<file path="config.mk">
export PLATFORM = sky130hd
export DESIGN_NAME = edge_line_setup
export DESIGN_NICKNAME = d
export VERILOG_FILES = /design/src/rtl/edge_line_setup_pkg.sv /design/src/rtl/edge_line_setup_mul.sv /design/src/rtl/edge_line_setup.sv
export SDC_FILE = /design/constraint.sdc
export NUM_CORES = 2
export LEC_CHECK = 0
export ABC_CLOCK_PERIOD_IN_PS = 11550
export CAP_MARGIN = 20
export CORE_MARGIN = 2
export CORE_UTILIZATION = 25
export CTS_BUF_LIST = sky130_fd_sc_hd__clkbuf_16
export DETAILED_ROUTE_END_ITERATION = 8
export PLACE_DENSITY = 0.51
export SETUP_SLACK_MARGIN = 0.5
export SLEW_MARGIN = 10
export SYNTH_ARGS = -nofsm -noshare
export SYNTH_HDL_FRONTEND = slang
export SYNTH_SLANG_ARGS = --single-unit
</file>
<file path="constraint.sdc">
create_clock -name clk -period 11.55 [get_ports clk]
set_input_delay 2.31 -clock clk [delete_from_list [all_inputs] [get_ports clk]]
set_output_delay 2.31 -clock clk [all_outputs]
set_load 0.02 [all_outputs]
</file>
<file path="src/rtl/edge_line_setup_pkg.sv">
// Shared constants, types and edge topology for the per-frame edge-function setup block.
// Beam-position constants are 10 bits wide to match the x/y beam counters.
package edge_line_setup_pkg;

  localparam int EDGE_W    = 20;
  localparam int NUM_EDGES = 6;
  localparam int NUM_VERTS = 4;

  localparam logic [9:0] H_VISIBLE = 10'd640;
  localparam logic [9:0] V_VISIBLE = 10'd480;
  localparam logic [9:0] SETUP_Y   = 10'd480;
  localparam logic [9:0] STEP_X    = 10'd700;
  localparam logic [9:0] V_LAST    = 10'd524;
  localparam logic [9:0] H_LAST    = 10'd799;

  localparam logic [3:0] MUL_LAST  = 4'd11;

  typedef logic signed [EDGE_W-1:0]   coord_t;
  typedef logic signed [2*EDGE_W-1:0] prod_t;
  typedef logic signed [2*EDGE_W:0]   sum_t;

  typedef enum logic [1:0] {
    IDLE   = 2'd0,
    MUL    = 2'd1,
    COMMIT = 2'd2
  } state_t;

  // Edges 0..2 belong to triangle t1 (v0,v1,v2), edges 3..5 to t2 (v0,v2,v3).
  function automatic logic [1:0] edge_va(input logic [2:0] e);
    case (e)
      3'd0:    return 2'd0;
      3'd1:    return 2'd1;
      3'd2:    return 2'd2;
      3'd3:    return 2'd0;
      3'd4:    return 2'd2;
      default: return 2'd3;
    endcase
  endfunction

  function automatic logic [1:0] edge_vb(input logic [2:0] e);
    case (e)
      3'd0:    return 2'd1;
      3'd1:    return 2'd2;
      3'd2:    return 2'd0;
      3'd3:    return 2'd2;
      3'd4:    return 2'd3;
      default: return 2'd0;
    endcase
  endfunction

endpackage

</file>
<file path="src/rtl/edge_line_setup_mul.sv">
// Registered 20x20 signed multiplier with a single cycle of latency.
// Shared by all twelve coefficient products of a frame setup.
module mul_s20
  import edge_line_setup_pkg::*;
(
  input  logic                       clk,
  input  logic                       reset,
  input  logic signed [EDGE_W-1:0]   a,
  input  logic signed [EDGE_W-1:0]   b,
  output logic signed [2*EDGE_W-1:0] p
);

  always_ff @(posedge clk) begin
    if (reset) begin
      p <= '0;
    end else begin
      p <= a * b;
    end
  end

endmodule

</file>
<file path="src/rtl/edge_line_setup.sv">
// Per-frame edge-function setup for two triangles of a quad, plus per-line stepping
// of the x=0 edge values during the visible raster.
module edge_line_setup
  import edge_line_setup_pkg::*;
(
  input  logic                     clk,
  input  logic                     reset,
  input  logic [9:0]               x,
  input  logic [9:0]               y,
  input  logic signed [EDGE_W-1:0] x_screen_v0,
  input  logic signed [EDGE_W-1:0] x_screen_v1,
  input  logic signed [EDGE_W-1:0] x_screen_v2,
  input  logic signed [EDGE_W-1:0] x_screen_v3,
  input  logic signed [EDGE_W-1:0] y_screen_v0,
  input  logic signed [EDGE_W-1:0] y_screen_v1,
  input  logic signed [EDGE_W-1:0] y_screen_v2,
  input  logic signed [EDGE_W-1:0] y_screen_v3,
  output logic signed [EDGE_W-1:0] e0_init_t1,
  output logic signed [EDGE_W-1:0] e1_init_t1,
  output logic signed [EDGE_W-1:0] e2_init_t1,
  output logic signed [EDGE_W-1:0] e0_init_t2,
  output logic signed [EDGE_W-1:0] e1_init_t2,
  output logic signed [EDGE_W-1:0] e2_init_t2,
  output logic                     setup_busy,
  output logic                     frame_ready
);

  localparam logic [9:0] LAST_STEP_Y = V_VISIBLE - 10'd2;

  state_t     state;
  state_t     state_nxt;
  logic [3:0] k;

  coord_t vin_x [NUM_VERTS];
  coord_t vin_y [NUM_VERTS];
  coord_t vx_q  [NUM_VERTS];
  coord_t vy_q  [NUM_VERTS];
  coord_t dx_q  [NUM_EDGES];
  coord_t dy_q  [NUM_EDGES];
  coord_t b_q   [NUM_EDGES];
  coord_t c_q   [NUM_EDGES];
  coord_t out_q [NUM_EDGES];

  coord_t     mul_a;
  coord_t     mul_b;
  prod_t      prod;
  sum_t       acc_q;
  sum_t       wb_sum;
  logic       wb_vld;
  logic [3:0] wb_k;
  logic [2:0] mul_edge;

  logic beam_valid;
  logic trigger;
  logic line_step;

  assign vin_x[0] = x_screen_v0;
  assign vin_x[1] = x_screen_v1;
  assign vin_x[2] = x_screen_v2;
  assign vin_x[3] = x_screen_v3;
  assign vin_y[0] = y_screen_v0;
  assign vin_y[1] = y_screen_v1;
  assign vin_y[2] = y_screen_v2;
  assign vin_y[3] = y_screen_v3;

  // A trigger is only honoured from IDLE, so a repeat during setup is dropped.
  assign beam_valid = (x <= H_LAST) && (y <= V_LAST);
  assign trigger    = (state == IDLE) && beam_valid && (y == SETUP_Y) && (x == 10'd0);
  assign line_step  = (state == IDLE) && beam_valid && (x >= H_VISIBLE) &&
                      (x == STEP_X) && (y <= LAST_STEP_Y);

  assign setup_busy = (state != IDLE);

  always_comb begin
    state_nxt = state;
    case (state)
      IDLE:    if (trigger) state_nxt = MUL;
      MUL:     if (k == MUL_LAST) state_nxt = COMMIT;
      COMMIT:  state_nxt = IDLE;
      default: state_nxt = IDLE;
    endcase
  end

  // Even k issues xa*dY, odd k issues ya*dX; results land one cycle later.
  assign mul_edge = k[3:1];

  always_comb begin
    mul_a = '0;
    mul_b = '0;
    if (k[0] == 1'b0) begin
      mul_a = vx_q[edge_va(mul_edge)];
      mul_b = dy_q[mul_edge];
    end else begin
      mul_a = vy_q[edge_va(mul_edge)];
      mul_b = dx_q[mul_edge];
    end
  end

  mul_s20 u_mul (
    .clk   (clk),
    .reset (reset),
    .a     (mul_a),
    .b     (mul_b),
    .p     (prod)
  );

  assign wb_sum = acc_q + sum_t'(prod);

  always_ff @(posedge clk) begin
    if (reset) begin
      state       <= IDLE;
      k           <= '0;
      wb_vld      <= 1'b0;
      wb_k        <= '0;
      acc_q       <= '0;
      frame_ready <= 1'b0;
      for (int i = 0; i < NUM_VERTS; i++) begin
        vx_q[i] <= '0;
        vy_q[i] <= '0;
      end
      for (int i = 0; i < NUM_EDGES; i++) begin
        dx_q[i]  <= '0;
        dy_q[i]  <= '0;
        b_q[i]   <= '0;
        c_q[i]   <= '0;
        out_q[i] <= '0;
      end
    end else begin
      state       <= state_nxt;
      frame_ready <= (state == COMMIT);
      wb_vld      <= (state == MUL);
      wb_k        <= k;

      if (state == MUL) begin
        k <= (k == MUL_LAST) ? 4'd0 : k + 4'd1;
      end else begin
        k <= '0;
      end

      if (trigger) begin
        for (int i = 0; i < NUM_VERTS; i++) begin
          vx_q[i] <= vin_x[i];
          vy_q[i] <= vin_y[i];
        end
        for (int i = 0; i < NUM_EDGES; i++) begin
          dx_q[i] <= vin_x[edge_vb(3'(i))] - vin_x[edge_va(3'(i))];
          dy_q[i] <= vin_y[edge_vb(3'(i))] - vin_y[edge_va(3'(i))];
          b_q[i]  <= vin_x[edge_va(3'(i))] - vin_x[edge_vb(3'(i))];
        end
      end

      if (wb_vld) begin
        if (wb_k[0] == 1'b0) begin
          acc_q <= -sum_t'(prod);
        end else begin
          c_q[wb_k[3:1]] <= wb_sum[EDGE_W-1:0];
        end
      end

      // The last edge's C is still in write-back during COMMIT, so forward it.
      if (state == COMMIT) begin
        for (int i = 0; i < NUM_EDGES; i++) begin
          out_q[i] <= (i == NUM_EDGES - 1) ? wb_sum[EDGE_W-1:0] : c_q[i];
        end
      end else if (line_step) begin
        for (int i = 0; i < NUM_EDGES; i++) begin
          out_q[i] <= out_q[i] + b_q[i];
        end
      end
    end
  end

  assign e0_init_t1 = out_q[0];
  assign e1_init_t1 = out_q[1];
  assign e2_init_t1 = out_q[2];
  assign e0_init_t2 = out_q[3];
  assign e1_init_t2 = out_q[4];
  assign e2_init_t2 = out_q[5];

endmodule

</file>
==> results.yml <==
synth:
  postSynthAreaPerCell_um2: 9.739
  syn_nets: 6632
  ys_types: 86
  synth_seq_cells: 746
  yosysSeqAreaShare_pct: 38.97
  synth_edf_count: 694
  netlist_instances: 5766
  synth_top_area_share_pct: 37.11
  synth.top_cells.by_area: "edfxtp_1, ha_1, fa_1"
  synth_area_um2: 56150
  ys_warn_count: 0
  ys_async_sr_fraction_pct: 0
  synthFlopType: "edfxtp_1"
  synth_area_leader_cell: "edfxtp_1"
floorplan:
  core_um2: 222700
  die_area_um2: 228400
  fp.dieW_um: 477.9
  std_cell_rows: 173
  die_h_um: 477.9
  start_util_pct: 25.21
  pin_count: 304
drt:
  drc: 0
  routed_wl_um: 223300
  drt_iter0_drc: 4250
  first_pass_iters: 6
  ant_nets: 0
  via_per_inst: 4.915
  wl_per_cell_um: 24.68
  vias: 44465
power_and_ir_drop:
  leakage_nw: 26.49
  ir_drop_v: 0.0001142
  p_per_area_nw_per_um2: 130.9
min_path:
  worstHoldPathType: "reg2reg"
final_layout:
  fin_util_pct: 29.38
  ff_latch_area_um2: 21890
  mostFrequentLayoutCells: "nor2_1, edfxtp_1, ha_1, inv_1, a21oi_1"
  drive_above_1_share_pct: 6.127
  multi_input_area_um2: 31420
  final_cells: 9046
  syn_to_final_growth_pct: 16.55
  layout_commonest_cell: "nor2_1"
  final_nets: 6848
  fillers: 23216
timing:
  finClkSkew_ns: 0.04173
  max_freq_ghz: 0.1060
  period_minus_slack_ns: 9.431
  fin_tns_setup_ns: 0
  worst_pin_slew_ns: 1.215
  hold_viol_final: 0
  setup_ws_ns: 2.119
  slew_violations: 0
  rsz0062_at_grt: "no"
  setup_viol: 0
  relSlewSlack_pct: 18.98
  period_share_pct: 81.65
critical_path:
  crit_required_ns: 12.15
  cp_max_fo: 41
  end_kind: "register"
  critPathKind: "reg2reg"
  cp-start-kind: "register"
  crit_arrival_ns: 10.03
clock_tree:
  cts_root_buf: "clkbuf_16"
  ctsResizeCount: 0
  numCtsBuffers: 88
  clkTransAtPathRegs_ns: 0.07
  cts_sinks: 746
  postCtsSetupBuffers: 0
  cts_tree: "done"
  htreeDepth: 3
  holdBufCountCts: 0
  clockBufferDepth: 3
  clk_latency_ns: 0.75
grt:
  grt_max_degree: 191
  grt_pass1_wl_um: 313800
  grt.total_usage_pct: 18.90
  antenna_found_initial: 45
  overflow: 0
  grt_pass1_vias: 43417
placement:
  place_congestion: 0.9362
  post-place-ws_ns: 2.249
  dp_cells: 8864
  port-buffer-count: 303
  hpwl_um: 178200
job:
  cap_violations: 0
run_status:
  outcome: "complete, no violations"
==> worst paths after layout <==
check	start	end	slack, ns	cells past startpoint
worst max register to register	k[2]	u_mul.p[19]	2.12	26
worst min-delay path	acc_q[5]	acc_q[5]	0.46	2
worst min register to register	acc_q[5]	acc_q[5]	0.46	2
worst max-delay path	k[2]	u_mul.p[19]	2.12	26
==> metrics by stage <==
stage / instance area, µm² / total power, W / hold slack [ns]
2_1_floorplan: 56150 / 0.004773 / 0.4356
3_3_place_gp: 62340 / 0.005623 / 0.4447
3_5_place_dp: 62370 / 0.005644 / 0.4494
4_1_cts: 65370 / 0.008630 / 0.4581
5_1_grt: 65440 / 0.008948 / 0.4799
6_report: 65450 / 0.008570 / 0.4585
==> metal layers <==
layer | up-vias | routed length (µm) | global-route usage (%)
li1 | 20645 | - | -
met1 | 22018 | 94150 | 24.13
met2 | 1434 | 106400 | 31.31
met3 | 340 | 12380 | 2.787
met4 | 28 | 10150 | 8.893
met5 | - | 188 | 0
==> layout make-up <==
cell class                 count  share of cell area, %
antenna                       16                0.06118
inverter                     505                  2.898
multi-input combinational   4288                  48.00
clock inverter                74                  1.182
timing repair buffer         353                  5.311
sequential                   746                  33.45
clock buffer                  89                  3.403
tap                         2975                  5.688
==> synthesized netlist by cell type, types with 26 or more instances <==
library cell  count
edfxtp_1        694
o22ai_1          41
or2_2            59
mux2i_1          28
xor2_1          148
nor2_1          839
dfxtp_1          52
buf_2            32
inv_1           503
clkbuf_1        161
fa_1            160
a31oi_1          28
a21o_1          142
a21oi_1         358
xnor2_1         218
a211oi_1         29
nand2_1         341
nor2b_1         111
ha_1            524
nor3_1          155
and3_1           42
o21a_1           50
nand2b_1        116
nand3_1          58
o21ai_0         352
mux4_2           53
or3_1            26
a21boi_0         54
==> power by group <==
part | internal (W) | leakage [nW] | switching (W) | total (W)
Sequential | 0.00307 | 7.47 | 0.000126 | 0.00319
Combinational | 0.000955 | 17.5 | 0.00145 | 0.00241
Clock | 0.00170 | 1.52 | 0.00127 | 0.00297
Total | 0.00572 | 26.5 | 0.00284 | 0.00857
==> state kept, by name, summed over array words and instances, names as in the netlist <==
name,cells
out_q,120
dy_q,119
c_q,100
dx_q,98
b_q,97
vx_q,80
vy_q,80
acc_q,20
u_mul.p,20
k,4
wb_k,4
state,2
frame_ready,1
wb_vld,1
==> logic make-up after synthesis <==
logic type                 synth area share [%]
muxes                                     3.331
AOI/OAI and AO/OA                         14.00
and+or+nand+nor                           15.16
DFF                                       38.97
adders and majority gates                 17.38
xor gates and xnor gates                  5.858
buffers and inverters                     5.308
==> critical path, stage by stage (launching register included) <==
cell     delay [ns]
dfxtp_4        0.83
buf_4          0.52
or2_1          0.46
buf_4          0.42
mux2i_1        0.24
o22ai_1        0.10
o22ai_1        0.72
nor2_1         0.14
fa_1           0.54
inv_1          0.05
fa_1           0.52
fa_1           0.46
fa_1           0.52
fa_1           0.57
fa_1           0.43
fa_1           0.42
xor2_1         0.17
xnor2_1        0.20
xnor2_1        0.15
xnor2_1        0.16
xnor2_1        0.20
xnor2_2        0.15
xnor3_1        0.40
xnor3_1        0.38
xnor3_1        0.24
xnor2_1        0.15
nor2_1         0.06
Power figures use the tool's default switching activity.
